**src/rtl/dmem_reg_ctrl.sv**
```systemverilog
`timescale 1ns/1ps
// dmem_reg_ctrl: data memory plus register file with a load/store sequencer.
// Latency: load accept->IDLE 3 cycles (done in LD_WB), store accept->IDLE
// 2 cycles (done in ST_WR).
// Backpressure: op_ready only in IDLE; ext_ready drops in LD_WB, where the
// register write port belongs to the load, and the requester must hold ext_we.
//
// Ports:
//   clk, rst_n                 clock, synchronous active-low reset
//   op_valid/op_ready          operation handshake
//   op_kind                    0 = load (mem->reg), 1 = store (reg->mem)
//   op_maddr, op_reg           memory word address, register index
//   done                       one-cycle completion pulse
//   ext_we/ext_waddr/ext_wdata external register write (e.g. ALU writeback)
//   ext_ready                  external write port available
//   ra_addr/ra_data, rb_addr/rb_data  combinational register read ports
module dmem_reg_ctrl #(
  parameter int DATA_W = 16,
  parameter int ADDR_W = 8,
  parameter int REG_AW = 5
) (
  input  logic              clk,
  input  logic              rst_n,
  input  logic              op_valid,
  output logic              op_ready,
  input  logic              op_kind,
  input  logic [ADDR_W-1:0] op_maddr,
  input  logic [REG_AW-1:0] op_reg,
  output logic              done,
  input  logic              ext_we,
  input  logic [REG_AW-1:0] ext_waddr,
  input  logic [DATA_W-1:0] ext_wdata,
  output logic              ext_ready,
  input  logic [REG_AW-1:0] ra_addr,
  input  logic [REG_AW-1:0] rb_addr,
  output logic [DATA_W-1:0] ra_data,
  output logic [DATA_W-1:0] rb_data
);

  localparam int MEM_DEPTH = 2 ** ADDR_W;
  localparam int NUM_REGS  = 2 ** REG_AW;

  typedef enum logic [1:0] {
    IDLE  = 2'd0,
    LD_RD = 2'd1,
    LD_WB = 2'd2,
    ST_WR = 2'd3
  } state_t;

  state_t              state_q, state_d;
  logic [ADDR_W-1:0]   maddr_q, maddr_d;
  logic [REG_AW-1:0]   oreg_q, oreg_d;
  logic                done_q, done_d;
  logic                op_ready_q, op_ready_d;
  logic                ext_ready_q, ext_ready_d;

  logic [DATA_W-1:0]   mem_q [MEM_DEPTH];
  logic [DATA_W-1:0]   mem_rdata_q, mem_rdata_d;
  logic                mem_we;
  logic [DATA_W-1:0]   mem_wdata;

  logic [DATA_W-1:0]   regs_q [NUM_REGS];
  logic [DATA_W-1:0]   regs_d [NUM_REGS];
  logic                ext_acc;
  logic                ld_we;

  // ---------------------------------------------------------------------------
  // Sequencer next-state. Outputs are registered, so they are derived from the
  // state being entered rather than the current one.
  // ---------------------------------------------------------------------------
  always_comb begin
    state_d = state_q;
    maddr_d = maddr_q;
    oreg_d  = oreg_q;
    unique case (state_q)
      IDLE: begin
        if (op_valid) begin
          maddr_d = op_maddr;
          oreg_d  = op_reg;
          state_d = op_kind ? ST_WR : LD_RD;
        end
      end
      LD_RD:   state_d = LD_WB;
      LD_WB:   state_d = IDLE;
      ST_WR:   state_d = IDLE;
      default: state_d = IDLE;
    endcase
    done_d      = (state_d == LD_WB) || (state_d == ST_WR);
    op_ready_d  = (state_d == IDLE);
    ext_ready_d = (state_d != LD_WB);
  end

  always_ff @(posedge clk) begin
    if (!rst_n) begin
      state_q     <= IDLE;
      maddr_q     <= '0;
      oreg_q      <= '0;
      done_q      <= 1'b0;
      op_ready_q  <= 1'b1;
      ext_ready_q <= 1'b1;
    end else begin
      state_q     <= state_d;
      maddr_q     <= maddr_d;
      oreg_q      <= oreg_d;
      done_q      <= done_d;
      op_ready_q  <= op_ready_d;
      ext_ready_q <= ext_ready_d;
    end
  end

  // A reset arriving mid-operation aborts it, so the completion pulse of that
  // cycle is withheld too.
  assign done      = done_q & rst_n;
  assign op_ready  = op_ready_q;
  assign ext_ready = ext_ready_q;

  // ---------------------------------------------------------------------------
  // Data memory: synchronous read and write, contents survive reset.
  // The read address is the captured one, so data read in LD_RD is on
  // mem_rdata_q during LD_WB.
  // ---------------------------------------------------------------------------
  assign mem_we    = rst_n && (state_q == ST_WR);
  // Register array is read before this edge's writes land, so a same-cycle
  // external write to the store's source register does not leak into memory.
  assign mem_wdata = regs_q[oreg_q];

  always_comb begin
    mem_rdata_d = mem_q[maddr_q];
  end

  always_ff @(posedge clk) begin
    if (mem_we) begin
      mem_q[maddr_q] <= mem_wdata;
    end
    mem_rdata_q <= mem_rdata_d;
  end

  // ---------------------------------------------------------------------------
  // Register file: combinational read, synchronous write, cleared on reset.
  // ext_ready is low exactly in LD_WB, so the two write sources never collide.
  // ---------------------------------------------------------------------------
  assign ext_acc = ext_we && ext_ready_q;
  assign ld_we   = (state_q == LD_WB);

  always_comb begin
    for (int i = 0; i < NUM_REGS; i++) begin
      regs_d[i] = regs_q[i];
    end
    if (ext_acc) begin
      regs_d[ext_waddr] = ext_wdata;
    end
    if (ld_we) begin
      regs_d[oreg_q] = mem_rdata_q;
    end
  end

  always_ff @(posedge clk) begin
    if (!rst_n) begin
      for (int i = 0; i < NUM_REGS; i++) begin
        regs_q[i] <= '0;
      end
    end else begin
      for (int i = 0; i < NUM_REGS; i++) begin
        regs_q[i] <= regs_d[i];
      end
    end
  end

  // No write bypass: a write becomes visible the cycle after its edge.
  assign ra_data = regs_q[ra_addr];
  assign rb_data = regs_q[rb_addr];

endmodule

```
**config.mk**
```make
export PLATFORM = sky130hd
export DESIGN_NAME = dmem_reg_ctrl
export DESIGN_NICKNAME = d
export VERILOG_FILES = /design/src/rtl/dmem_reg_ctrl.sv
export SDC_FILE = /design/constraint.sdc
export NUM_CORES = 2
export LEC_CHECK = 0
export ABC_CLOCK_PERIOD_IN_PS = 5550
export CAP_MARGIN = 20
export CORE_MARGIN = 2
export CORE_UTILIZATION = 55
export DETAILED_ROUTE_END_ITERATION = 10
export PLACE_DENSITY = 0.71
export REMOVE_ABC_BUFFERS = 1
export SLEW_MARGIN = 10
export SYNTH_ARGS = -nofsm -noshare
export SYNTH_HDL_FRONTEND = slang
export SYNTH_MEMORY_MAX_BITS = 65536
export SYNTH_SLANG_ARGS = --single-unit
```
**constraint.sdc**
```tcl
create_clock -name clk -period 5.55 [get_ports clk]
set_input_delay 1.3875 -clock clk [delete_from_list [all_inputs] [get_ports clk]]
set_output_delay 1.3875 -clock clk [all_outputs]
set_load 0.01 [all_outputs]
```
==> impl_metrics.csv <==
group,metric,value,unit
outcome,result_of_the_run,"finished, final reports clean",
critical_path,worstPathArrival,3.92,ns
logic_synthesis,synth_edf_count,4096,
logic_synthesis,ys.flop_type,"edfxtp_1",
floorplan,initial_utilization,55.17,%
logic_synthesis,seq_area_frac_synth,70.28,%
logic_synthesis,synth_area_leaders,"edfxtp_1 (65%), mux4_2 (18%), dfxtp_1 (5.8%)",
sta,finalMaxSlewViolations,0,
placement,placement.io_buffers,83,
floorplan,top_level_ports,84,
global_route,grt_first_pass_wirelength,779300,µm
sta,timing.final.setup_violations,0,
detailed_routing,initialDrtViolationCount,17820,
run,cap_violations,0,
logic_synthesis,synthXorXnorAreaFrac,0,%
power,leakage,66.72,nW
final_layout,fin_area,215200,µm²
floorplan,floorplan.rows,216,
detailed_routing,vias,108400,
placement,detailed_place.area,200500,µm²
global_route,groute.usage.overall,31.10,%
sta,transition_time_at_the_pin_with_the_least_slew_margin,1.265,ns
clock_tree,resized_gates_after_cts,0,
final_layout,num-fill-cells,23310,
sta,finalCritPeriodShare,95.59,%
logic_synthesis,postSynth.asyncResetShare,0,%
sta,finalWorstSetupSlack,0.2448,ns
clock_tree,cts.repair_timing.setup_buffer_count,0,
detailed_routing,vias_per_cell,7.020,
clock_tree,buffer_depth_of_the_longest_clock_path,4,
logic_synthesis,synth_compound_gate_area_share,5.161,%
final_layout,syn_to_final_growth,12.86,%
floorplan,fp.dieArea,351400,µm²
placement,gp_routability_congestion,0.9518,
critical_path,critical_path.startpoint_type,"input pin",
final_layout,layout_nets,10520,
worst_hold_path,min_path_type,"register to register",
sta,hold_viol_final,0,
clock_tree,tritoncts,"done",
global_route,grt_antenna_before_repair,20,
sta,timing.fmax,188.5,MHz
sta,final_period_minus_worst_setup_slack,5.305,ns
logic_synthesis,synth_top_family_by_area,"multiplexers",
logic_synthesis,netlist_area_before_placement,190700,µm²
critical_path,worst-setup-path-type,"input pin to primary output",
placement,post-dp-hpwl,328700,µm
logic_synthesis,synth_seq_cells,4646,
sta,worst_clock_skew,0.1045,ns
logic_synthesis,yosys.area_share.adder,0,%
global_route,grt_overflow,0,
clock_tree,clock_insertion_delay_at_the_later_pin_of_the_skew_report,1.03,ns
power,power_density,344.1,nW/µm²
global_route,grt_start_max_net_pins,169,
logic_synthesis,synth_area_leader_cell,"edfxtp_1",
logic_synthesis,post_synth_inst_count,10090,
floorplan,dieHeight,592.8,µm
clock_tree,numCtsBuffers,449,
critical_path,critical_path.max_fanout,31,
floorplan,die-width,592.8,µm
logic_synthesis,yosys_warnings,0,
sta,whs,0.5213,ns
logic_synthesis,synth_most_common_cell,"edfxtp_1",
clock_tree,cts.sinks,4646,
logic_synthesis,synth-simple-area-share,2.907,%
clock_tree,h-tree-depth,5,
detailed_routing,drt_first_pass_iters,8,
floorplan,area_inside_the_core_boundary,345700,µm²
global_route,grt_pass1_vias,105900,
logic_synthesis,synthesized_area_per_cell,18.90,µm²
detailed_routing,post_drt_wl_per_cell,35.44,µm
placement,post-place-ws,0.2527,ns
power,total_power,0.07406,W
logic_synthesis,post_synth_num_cell_types,40,
final_layout,post_route_cells_drive_above_1_share,27.91,%
logic_synthesis,synth_top_area_share,64.50,%
sta,relSlewSlack,15.69,%
power,vdd_drop_max,294.1,µV
detailed_routing,route.antenna.remaining_nets,0,
sta,grt_setup_unrepaired,"false",
critical_path,timing.critical_path.to_type,"primary output",
critical_path,worst-endpoint-required,4.16,ns
sta,timing.setup.tns,0,ns
clock_tree,cts_hold_buffers,0,
logic_synthesis,yosys-mux-area-fraction,19.73,%
clock_tree,cts_root_buffer,"clkbuf_16",
detailed_routing,drc_errors,0,
clock_tree,cts.reportedPaths.clkPinSlew,0.07,ns
logic_synthesis,synth.cells.most_frequent,"edfxtp_1 (4,096), mux4_2 (1,504), nor2_1 (784)",
detailed_routing,wirelength,547200,µm
-- worst paths after layout --
check / startpoint / endpoint / slack (ns) / cells after the start
hold / removal: regs_q[8][15]$_SDFF_PN0_ / regs_q[8][15]$_SDFF_PN0_ / 0.52 / 2
setup reg to reg: maddr_q[1]$_SDFFE_PN0P_ / mem_rdata_q[9]$_DFF_P_ / 1.20 / 8
setup / recovery: rb_addr[0] / rb_data[15] / 0.24 / 6
hold reg to reg: regs_q[8][15]$_SDFF_PN0_ / regs_q[8][15]$_SDFF_PN0_ / 0.52 / 2
-- logic make-up (layout without fill, tap and decap cells) --
logic type | count (synthesis) | after routing
compound gates | 1358 | 1358
buf+inv | 867 | 1628
flops | 4646 | 4646
mux | 1872 | 1872
other cells | 0 | 10
simple gates | 1347 | 1347
-- worst max-delay path, cell delays in order --
cell and delay, ns:
buf_8 0.24, buf_12 0.30, mux4_2 0.55, mux4_2 0.54, mux2_2 0.36, clkdlybuf4s50_1 0.51
-- final cells by class --
| cell class | instances | area [µm²] | area share [%] |
|---|---|---|---|
| antenna | 10 | 25.02 | 0.01163 |
| timing repair buffer | 792 | 7107 | 3.302 |
| clock buffer | 553 | 11760 | 5.463 |
| multi-input combinational | 4577 | 53620 | 24.92 |
| tap | 4578 | 5728 | 2.662 |
| sequential | 4646 | 134000 | 62.28 |
| clock inverter | 281 | 2928 | 1.360 |
| inverter | 2 | 15.01 | 0.006977 |
-- where the power goes --
part | leakage [nW] | internal, W | switching, W
Sequential | 42.3 | 0.0382 | 0.000152
Clock | 7.14 | 0.0172 | 0.0133
Combinational | 17.3 | 0.00165 | 0.00347
Total | 66.7 | 0.0571 | 0.0169
-- metrics by stage --
step / instances / utilization, %
floorplan: 9225 / -
global placement: 14600 / 58.00
detailed placement: 14600 / 58.00
CTS: 15430 / 62.25
global route: 15430 / 62.25
finish: 15440 / 62.26
-- state kept, by name (all words and copies together), names as in the netlist, named ones only --
name         count
ext_ready        1
maddr_q          8
mem_q         4096
mem_rdata_q     16
op_ready         1
oreg_q           5
regs_q         512
state_q          2
-- cells in the final DEF, fill, tap and decap left out, types with 32 or more instances in the layout --
cell                n
a211oi_1          320
a21oi_1           269
a22oi_1           512
a311oi_1          192
buf_12             78
buf_4             631
bufinv_16          46
clkbuf_1           92
clkbuf_16         450
clkdlybuf4s50_1    72
clkinv_1           92
clkinv_2           89
dfxtp_1           543
edfxtp_1         4096
mux2_2             32
mux2i_1           320
mux4_2           1504
nand2_1           273
nand3_1           198
nor2_1            757
nor2_2             32
o41ai_1            47
-- routing by layer --
| layer | global-route usage (%) | routed length [µm] | vias up |
|---|---|---|---|
| li1 | - | - | 42830 |
| met5 | 0 | 156 | - |
| met4 | 16.04 | 33440 | 24 |
| met3 | 7.114 | 65360 | 1448 |
| met1 | 42.73 | 196000 | 56230 |
| met2 | 47.15 | 252200 | 7853 |
(Power assumes the default switching activity.)
